**src/rtl/pipe_stage_chain_if.sv**
```systemverilog
// Bundle of pipeline-chain signals between an upstream stage (master) and the
// register chain (slave); widths follow the chain's DATA_W/DEPTH/STALL_CW.
interface pipe_stage_chain_if #(
  parameter int unsigned DATA_W   = 32,
  parameter int unsigned DEPTH    = 1,
  parameter int unsigned STALL_CW = 8
);
  localparam int unsigned OCC_W = $clog2(DEPTH + 1);

  logic                in_valid;
  logic [DATA_W-1:0]   in_data;
  logic                stall;
  logic                flush;
  logic                out_valid;
  logic [DATA_W-1:0]   out_data;
  logic [OCC_W-1:0]    occupancy;
  logic [STALL_CW-1:0] stall_len;

  modport master (
    output in_valid, in_data, stall, flush,
    input  out_valid, out_data, occupancy, stall_len
  );

  modport slave (
    input  in_valid, in_data, stall, flush,
    output out_valid, out_data, occupancy, stall_len
  );
endinterface

```
**src/rtl/pipe_stage_chain.sv**
```systemverilog
// DEPTH-slice pipeline register chain with per-slice valid, stall hold, masked flush,
// occupancy and saturating stall-length status. Updates on the falling clock edge.
// Optional macro PIPE_ZERO_ON_FLUSH_EN: flushed slices also zero their payload.
module pipe_stage_chain #(
  parameter int unsigned DATA_W     = 32,
  parameter int unsigned DEPTH      = 1,
  parameter int unsigned FLUSH_MASK = 'h1,
  parameter int unsigned STALL_CW   = 8
) (
  input logic               clk,
  input logic               rst,
  pipe_stage_chain_if.slave bus
);
  localparam int unsigned OCC_W = $clog2(DEPTH + 1);

  if (DEPTH < 1 || DEPTH > 4) begin : g_bad_depth
    $error("pipe_stage_chain: DEPTH must be in 1..4");
  end
  if ((FLUSH_MASK >> DEPTH) != 0) begin : g_bad_mask
    $error("pipe_stage_chain: FLUSH_MASK wider than DEPTH");
  end

  logic [DEPTH-1:0]    valid_q, valid_d, src_valid, kill;
  logic [DATA_W-1:0]   data_q [DEPTH];
  logic [DATA_W-1:0]   data_d [DEPTH];
  logic [DATA_W-1:0]   src_data [DEPTH];
  logic [OCC_W-1:0]    occ_q, occ_d;
  logic [STALL_CW-1:0] stall_len_q, stall_len_d;

  assign kill = bus.flush ? FLUSH_MASK[DEPTH-1:0] : '0;

  always_comb begin
    src_valid[0] = bus.in_valid;
    src_data[0]  = bus.in_data;
    for (int unsigned i = 1; i < DEPTH; i++) begin
      src_valid[i] = valid_q[i-1];
      src_data[i]  = data_q[i-1];
    end
  end

  // Flush beats stall per slice, so masked slices clear while unmasked ones hold.
  always_comb begin
    for (int unsigned i = 0; i < DEPTH; i++) begin
      valid_d[i] = valid_q[i];
      data_d[i]  = data_q[i];
      if (kill[i]) begin
        valid_d[i] = 1'b0;
`ifdef PIPE_ZERO_ON_FLUSH_EN
        data_d[i]  = '0;
`else
        data_d[i]  = data_q[i];
`endif
      end else if (!bus.stall) begin
        valid_d[i] = src_valid[i];
        data_d[i]  = src_data[i];
      end
    end
  end

  always_comb begin
    int unsigned cnt;
    cnt = 0;
    for (int unsigned i = 0; i < DEPTH; i++) begin
      cnt = cnt + 32'(valid_d[i]);
    end
    occ_d = OCC_W'(cnt);
  end

  always_comb begin
    stall_len_d = '0;
    if (bus.stall) begin
      stall_len_d = (&stall_len_q) ? stall_len_q : stall_len_q + 1'b1;
    end
  end

  always_ff @(negedge clk) begin
    if (rst) begin
      valid_q     <= '0;
      occ_q       <= '0;
      stall_len_q <= '0;
      for (int unsigned i = 0; i < DEPTH; i++) begin
        data_q[i] <= '0;
      end
    end else begin
      valid_q     <= valid_d;
      occ_q       <= occ_d;
      stall_len_q <= stall_len_d;
      for (int unsigned i = 0; i < DEPTH; i++) begin
        data_q[i] <= data_d[i];
      end
    end
  end

  assign bus.out_valid = valid_q[DEPTH-1];
  assign bus.out_data  = data_q[DEPTH-1];
  assign bus.occupancy = occ_q;
  assign bus.stall_len = stall_len_q;
endmodule

```
**src/flat_wrapper.sv**
```systemverilog
// flat-port wrapper written by rule: the top's interface ports become plain ports
module pipe_stage_chain_flat 
#(
  parameter int unsigned DATA_W     = 32,
  parameter int unsigned DEPTH      = 1,
  parameter int unsigned FLUSH_MASK = 'h1,
  parameter int unsigned STALL_CW   = 8
)
  (clk, rst, bus_in_valid, bus_in_data, bus_stall, bus_flush, bus_out_valid, bus_out_data, bus_occupancy, bus_stall_len);
  pipe_stage_chain_if #(.DATA_W(DATA_W), .DEPTH(DEPTH), .STALL_CW(STALL_CW)) bus_i ();
  input logic clk;
  input logic rst;
  input wire logic [$bits(bus_i.in_valid)-1:0] bus_in_valid;
  input wire logic [$bits(bus_i.in_data)-1:0] bus_in_data;
  input wire logic [$bits(bus_i.stall)-1:0] bus_stall;
  input wire logic [$bits(bus_i.flush)-1:0] bus_flush;
  output wire logic [$bits(bus_i.out_valid)-1:0] bus_out_valid;
  output wire logic [$bits(bus_i.out_data)-1:0] bus_out_data;
  output wire logic [$bits(bus_i.occupancy)-1:0] bus_occupancy;
  output wire logic [$bits(bus_i.stall_len)-1:0] bus_stall_len;
  assign bus_i.in_valid = bus_in_valid;
  assign bus_i.in_data = bus_in_data;
  assign bus_i.stall = bus_stall;
  assign bus_i.flush = bus_flush;
  assign bus_out_valid = bus_i.out_valid;
  assign bus_out_data = bus_i.out_data;
  assign bus_occupancy = bus_i.occupancy;
  assign bus_stall_len = bus_i.stall_len;
  pipe_stage_chain #(.DATA_W(DATA_W), .DEPTH(DEPTH), .FLUSH_MASK(FLUSH_MASK), .STALL_CW(STALL_CW)) u_core (.clk(clk), .rst(rst), .bus(bus_i));
endmodule
```
**config.mk**
```make
export PLATFORM = sky130hd
export DESIGN_NAME = pipe_stage_chain_flat
export DESIGN_NICKNAME = d
export VERILOG_FILES = /design/src/rtl/pipe_stage_chain_if.sv /design/src/rtl/pipe_stage_chain.sv /design/src/flat_wrapper.sv
export SDC_FILE = /design/constraint.sdc
export NUM_CORES = 1
export LEC_CHECK = 0
export ABC_AREA = 1
export CAP_MARGIN = 0
export CORE_MARGIN = 1.5
export CORE_UTILIZATION = 41
export CTS_BUF_LIST = sky130_fd_sc_hd__clkbuf_4
export DETAILED_ROUTE_END_ITERATION = 12
export PLACE_DENSITY = 0.82
export SYNTH_ARGS = -nofsm -noshare
export SYNTH_HDL_FRONTEND = slang
export SYNTH_SLANG_ARGS = --single-unit
```
**constraint.sdc**
```tcl
create_clock -name clk -period 1.7 [get_ports clk]
set_clock_uncertainty 0.15 [all_clocks]
set_input_delay 0.255 -clock clk [delete_from_list [all_inputs] [get_ports clk]]
set_output_delay 0.255 -clock clk [all_outputs]
set_load 0.01 [all_outputs]
```
======== After elaboration in Yosys (flattened, before gate mapping) ========
Memories as Yosys holds them, arrays and structs flattened.
Cells that the tools add are included.
Widths: inputs -> output; s select.
storage, ports and cells
  register bits after elaboration ......... 9
  bits in latches ......................... 0
  bits in writable memories ............... 32
  memory bits (read-only) ................. 0
  input bits .............................. 37
  output and inout port bits .............. 42
  memories kept ........................... 1
cells by class
  add/subtract/negate cells ............... 1
  multiply operators ...................... 0
  div/mod/pow operators ................... 0
  $lt $le $gt $ge ......................... 0
  equal/unequal tests ..................... 0
  shifts and indexed selects .............. 0
  mux-type cells .......................... 8
  bitwise gates (word level) .............. 1
  reduce and logical (&&, ||, !) cells .... 4
memories
  memory         depth  bits a word  read ports  clocked after memory_dff  wr ports  RTL line                text
  u_core.data_q  1      32           1           0                         1         pipe_stage_chain.sv:24  logic [DATA_W-1:0] data_q [DEPTH];
operators by type and width
  cell                 count
  $mux 32              3
  $reduce_or 32->1     1
  $add 8x1->8 const B  1
  $reduce_and 8->1     1
  $mux 1               5
  $reduce_or 2->1      2
  $not 1->1            1

======== Logic depth before layout (Yosys ltp) ========
  depth in word-level cells ............... 3
  depth in mapped cells ................... 7
  depth with buffers taken out ............ 7

==> key figures <==
Timing
  • RSZ-0062 raised after global routing: yes
  • Relative slew slack: 0.842
  • Final setup viols: 42
  • Fin. Hold Viols: 0
  • Worst Tran Pin Value: 0.235 ns
  • Final worst setup slack: -0.451 ns
  • Slew Limit Fails: 0

Detailed routing
  • Iter 0 DRT Violations: 128
  • DRT Wirelength: 5600 µm
  • DRC: 0
  • DRT antenna net count: 0
  • Via count: 1912
  • Avg WL per Cell: 14.4 µm
  • DRT Pass-1 Iters: 4
  • Drt via density: 4.90

Worst setup path
  • R2R Setup Slk: 0.20 ns
  • Critical path arrival: 1.75 ns
  • FF-to-FF End: u_core.bus.stall_len[0]$_SDFFE_NP0N_
  • Buf/Inv on CP: 1
  • Worst-path maximum fanout: 2
  • WP data required: 1.29 ns
  • Worst path slowest cell: dfxtp_2
  • R2R cell count: 8
  • RR Startpoint: u_core.bus.stall_len[1]$_SDFFE_NP0N_
  • Cell Chain, Critical Path: buf_6
  • Cell family with most CP delay: flip-flops
  • Slowest stage delay, CP: 0.35 ns
  • CP startpoint kind: flip-flop
  • Crit path kind: reg2out
  • Nature of the critical path endpoint: output pin

CTS
  • Clock transition at path regs: 0.05 ns
  • TritonCTS clock tree: done
  • Inserted Clock Buffers: 5
  • Max H-tree Level: 2
  • CTS Root Cell: clkbuf_4
  • Skew-Pair Late Insertion Delay: 0.44 ns
  • Hold-fix buffers, CTS: 0
  • CTS max path bufs: 2
  • Clock sinks: 41

Finish
  • N_diodes: 0
  • Area grow syn2layout: 90.0%
  • Design area: 3020 µm²
  • Share of cells above drive strength 1: 0.389
  • Cell Count, Final, Fillers Out: 390
  • Layout net count: 379

Global route
  • Vias in the first global route: 1897
  • GRT overflow: 0
  • Largest net degree at the start of global routing: 33
  • Initial antenna violation count: 0
  • Gr usage total: 0.255
  • First-pass GRT wire length: 8270 µm

Hold path
  • Hold path cells: 2
  • Hold Crit Class: reg2reg
  • Hold endpoint: u_core.data_q[0][22]$_SDFFE_NP0P_
  • Hold Startpoint: u_core.data_q[0][22]$_SDFFE_NP0P_

Place
  • HPWL Detailed: 2920 µm
  • Placed cells: 333
  • Port bufs: 78
  • Dpl cell area: 2490 µm²
  • RePlAce Congestion: 0.826

Pwr
  • Pwr dens: 849 nW/µm²
  • Pleak: 1.55 nW
  • VDD IR max: 0.000776 V

Synthesis
  • Syn Std Cell Area: 1590 µm²
  • Cell taking the most area after synthesis: dfxtp_1
  • Synthesized area per cell: 7.87 µm²
  • Number of flops mapped to enable cells by yosys: 0
  • Synthesized instance count: 202
  • Primary FF master, synth: dfxtp_1
  • Async set or reset register ratio after synthesis: 0
  • Yosys warns: 0
  • Post-synth cell types: 25
  • Syn Nets: 240
  • Yosys top cell area share: 0.517
  • #FFs+latches synth: 41
  • Top cells by area, synth: dfxtp_1 52%, nor2_1 17%, o21ai_0 9.1%
  • Post-synthesis sequential area ratio: 0.517

Floorplanning
  • Die ar.: 4260 µm²
  • Chip width: 65.3 µm
  • Core ar.: 3690 µm²
  • # rows: 22
  • Initial core utilization: 0.431
  • Die Span Y: 65.3 µm
  • I/O pin cnt: 79

Run status
  • Outcome: finished with violations
  • Violated checks: negative setup slack

Flow run
  • Maxcap violations: 0
final cells by class:
cell class / instances / area, µm²
clock buffer: 5 / 37.5
clock inverter: 44 / 198
fill: 217 / 669
inverter: 10 / 56.3
multi-input combinational: 140 / 684
sequential: 41 / 875
tap: 48 / 60.1
timing repair buffer: 101 / 1090
timing repair inverter: 1 / 16.3
flip-flops by register name, indices dropped and copies added (netlist names):
signal and cells:
u_core.bus.stall_len 8, u_core.data_q 32, u_core.bus.out_valid 1
worst max path at each step:
stage / cells past startpoint / endpoint / startpoint / slack, ns
floorplan: 5 / u_core.data_q[0][0]$_SDFFE_NP0P_ / bus_flush / -0.11
global placement: 5 / u_core.data_q[0][11]$_SDFFE_NP0P_ / bus_flush / -0.81
detailed placement: 5 / u_core.data_q[0][26]$_SDFFE_NP0P_ / bus_flush / -0.84
CTS: 1 / bus_out_data[26] / u_core.data_q[0][26]$_SDFFE_NP0P_ / -0.46
global route: 1 / bus_out_data[19] / u_core.data_q[0][19]$_SDFFE_NP0P_ / -0.49
finish: 1 / bus_out_data[25] / u_core.data_q[0][25]$_SDFFE_NP0P_ / -0.45
logic make-up after synthesis:
family | Yosys count | synth area share
and+or+nand+nor | 95 | 0.261
AOI/OAI and AO/OA | 43 | 0.139
DFF | 41 | 0.517
buffers and inverters | 21 | 0.0685
muxes | 1 | 0.00630
adders and majority gates | 1 | 0.00787
power by group:
group / total, W / internal [W] / switching [W] / leakage [nW]
clock network: 0.00108 / 0.000435 / 0.000645 / 0.260
registers: 0.00107 / 0.00103 / 0.0000415 / 0.353
logic: 0.000415 / 0.000246 / 0.000168 / 0.936
what timing repair did:
item	4_1_cts	5_1_grt
gates resized for setup	267	18
pin swaps	3	4
setup endpoints to repair	83	57
buffers inserted	3	3
cloned	3	1
cell usage after synthesis (all sizes together) (3+ instances only):
cell	n
nor2	73
dfxtp	41
o21ai	34
nand2	15
inv	10
buf	7
a21oi	6
nand3	5
clkbuf	3
through the flow:
| stage | worst slack [ns] | total power, W | utilization | hold WS (ns) | TNS (ns) |
|---|---|---|---|---|---|
| after floorplan | -0.113 | 0.00133 | - | 0.380 | -3.44 |
| after global placement | -0.808 | 0.00155 | 0.675 | 0.326 | -47.44 |
| after detailed placement | -0.839 | 0.00155 | 0.675 | 0.333 | -48.31 |
| after CTS | -0.459 | 0.00253 | 0.794 | 0.346 | -17.98 |
| after global routing | -0.485 | 0.00270 | 0.819 | 0.378 | -18.88 |
| final | -0.451 | 0.00256 | 0.819 | 0.348 | -17.55 |
layer usage:
metal | track usage | up-vias | part of all wire
li1 | - | 935 | -
met1 | 0.258 | 902 | 0.37
met2 | 0.436 | 69 | 0.55
met3 | 0.118 | 6 | 0.067
met4 | 0.135 | 0 | 0.011
met5 | 0 | - | 0
cell usage in the layout, fill, tap and decap left out, types with 2 or more instances in the layout:
cell type	count
o21ai_0	27
buf_16	2
buf_12	3
o21ai_1	5
nor2_2	2
inv_2	2
inv_1	47
nor2_4	2
buf_6	43
nand2_4	2
a21oi_1	6
clkdlybuf4s50_1	33
buf_4	17
dfxtp_2	40
nor2_1	68
nand3_1	5
nand2_1	12
clkbuf_4	5
Power figures use the tool's default switching activity.
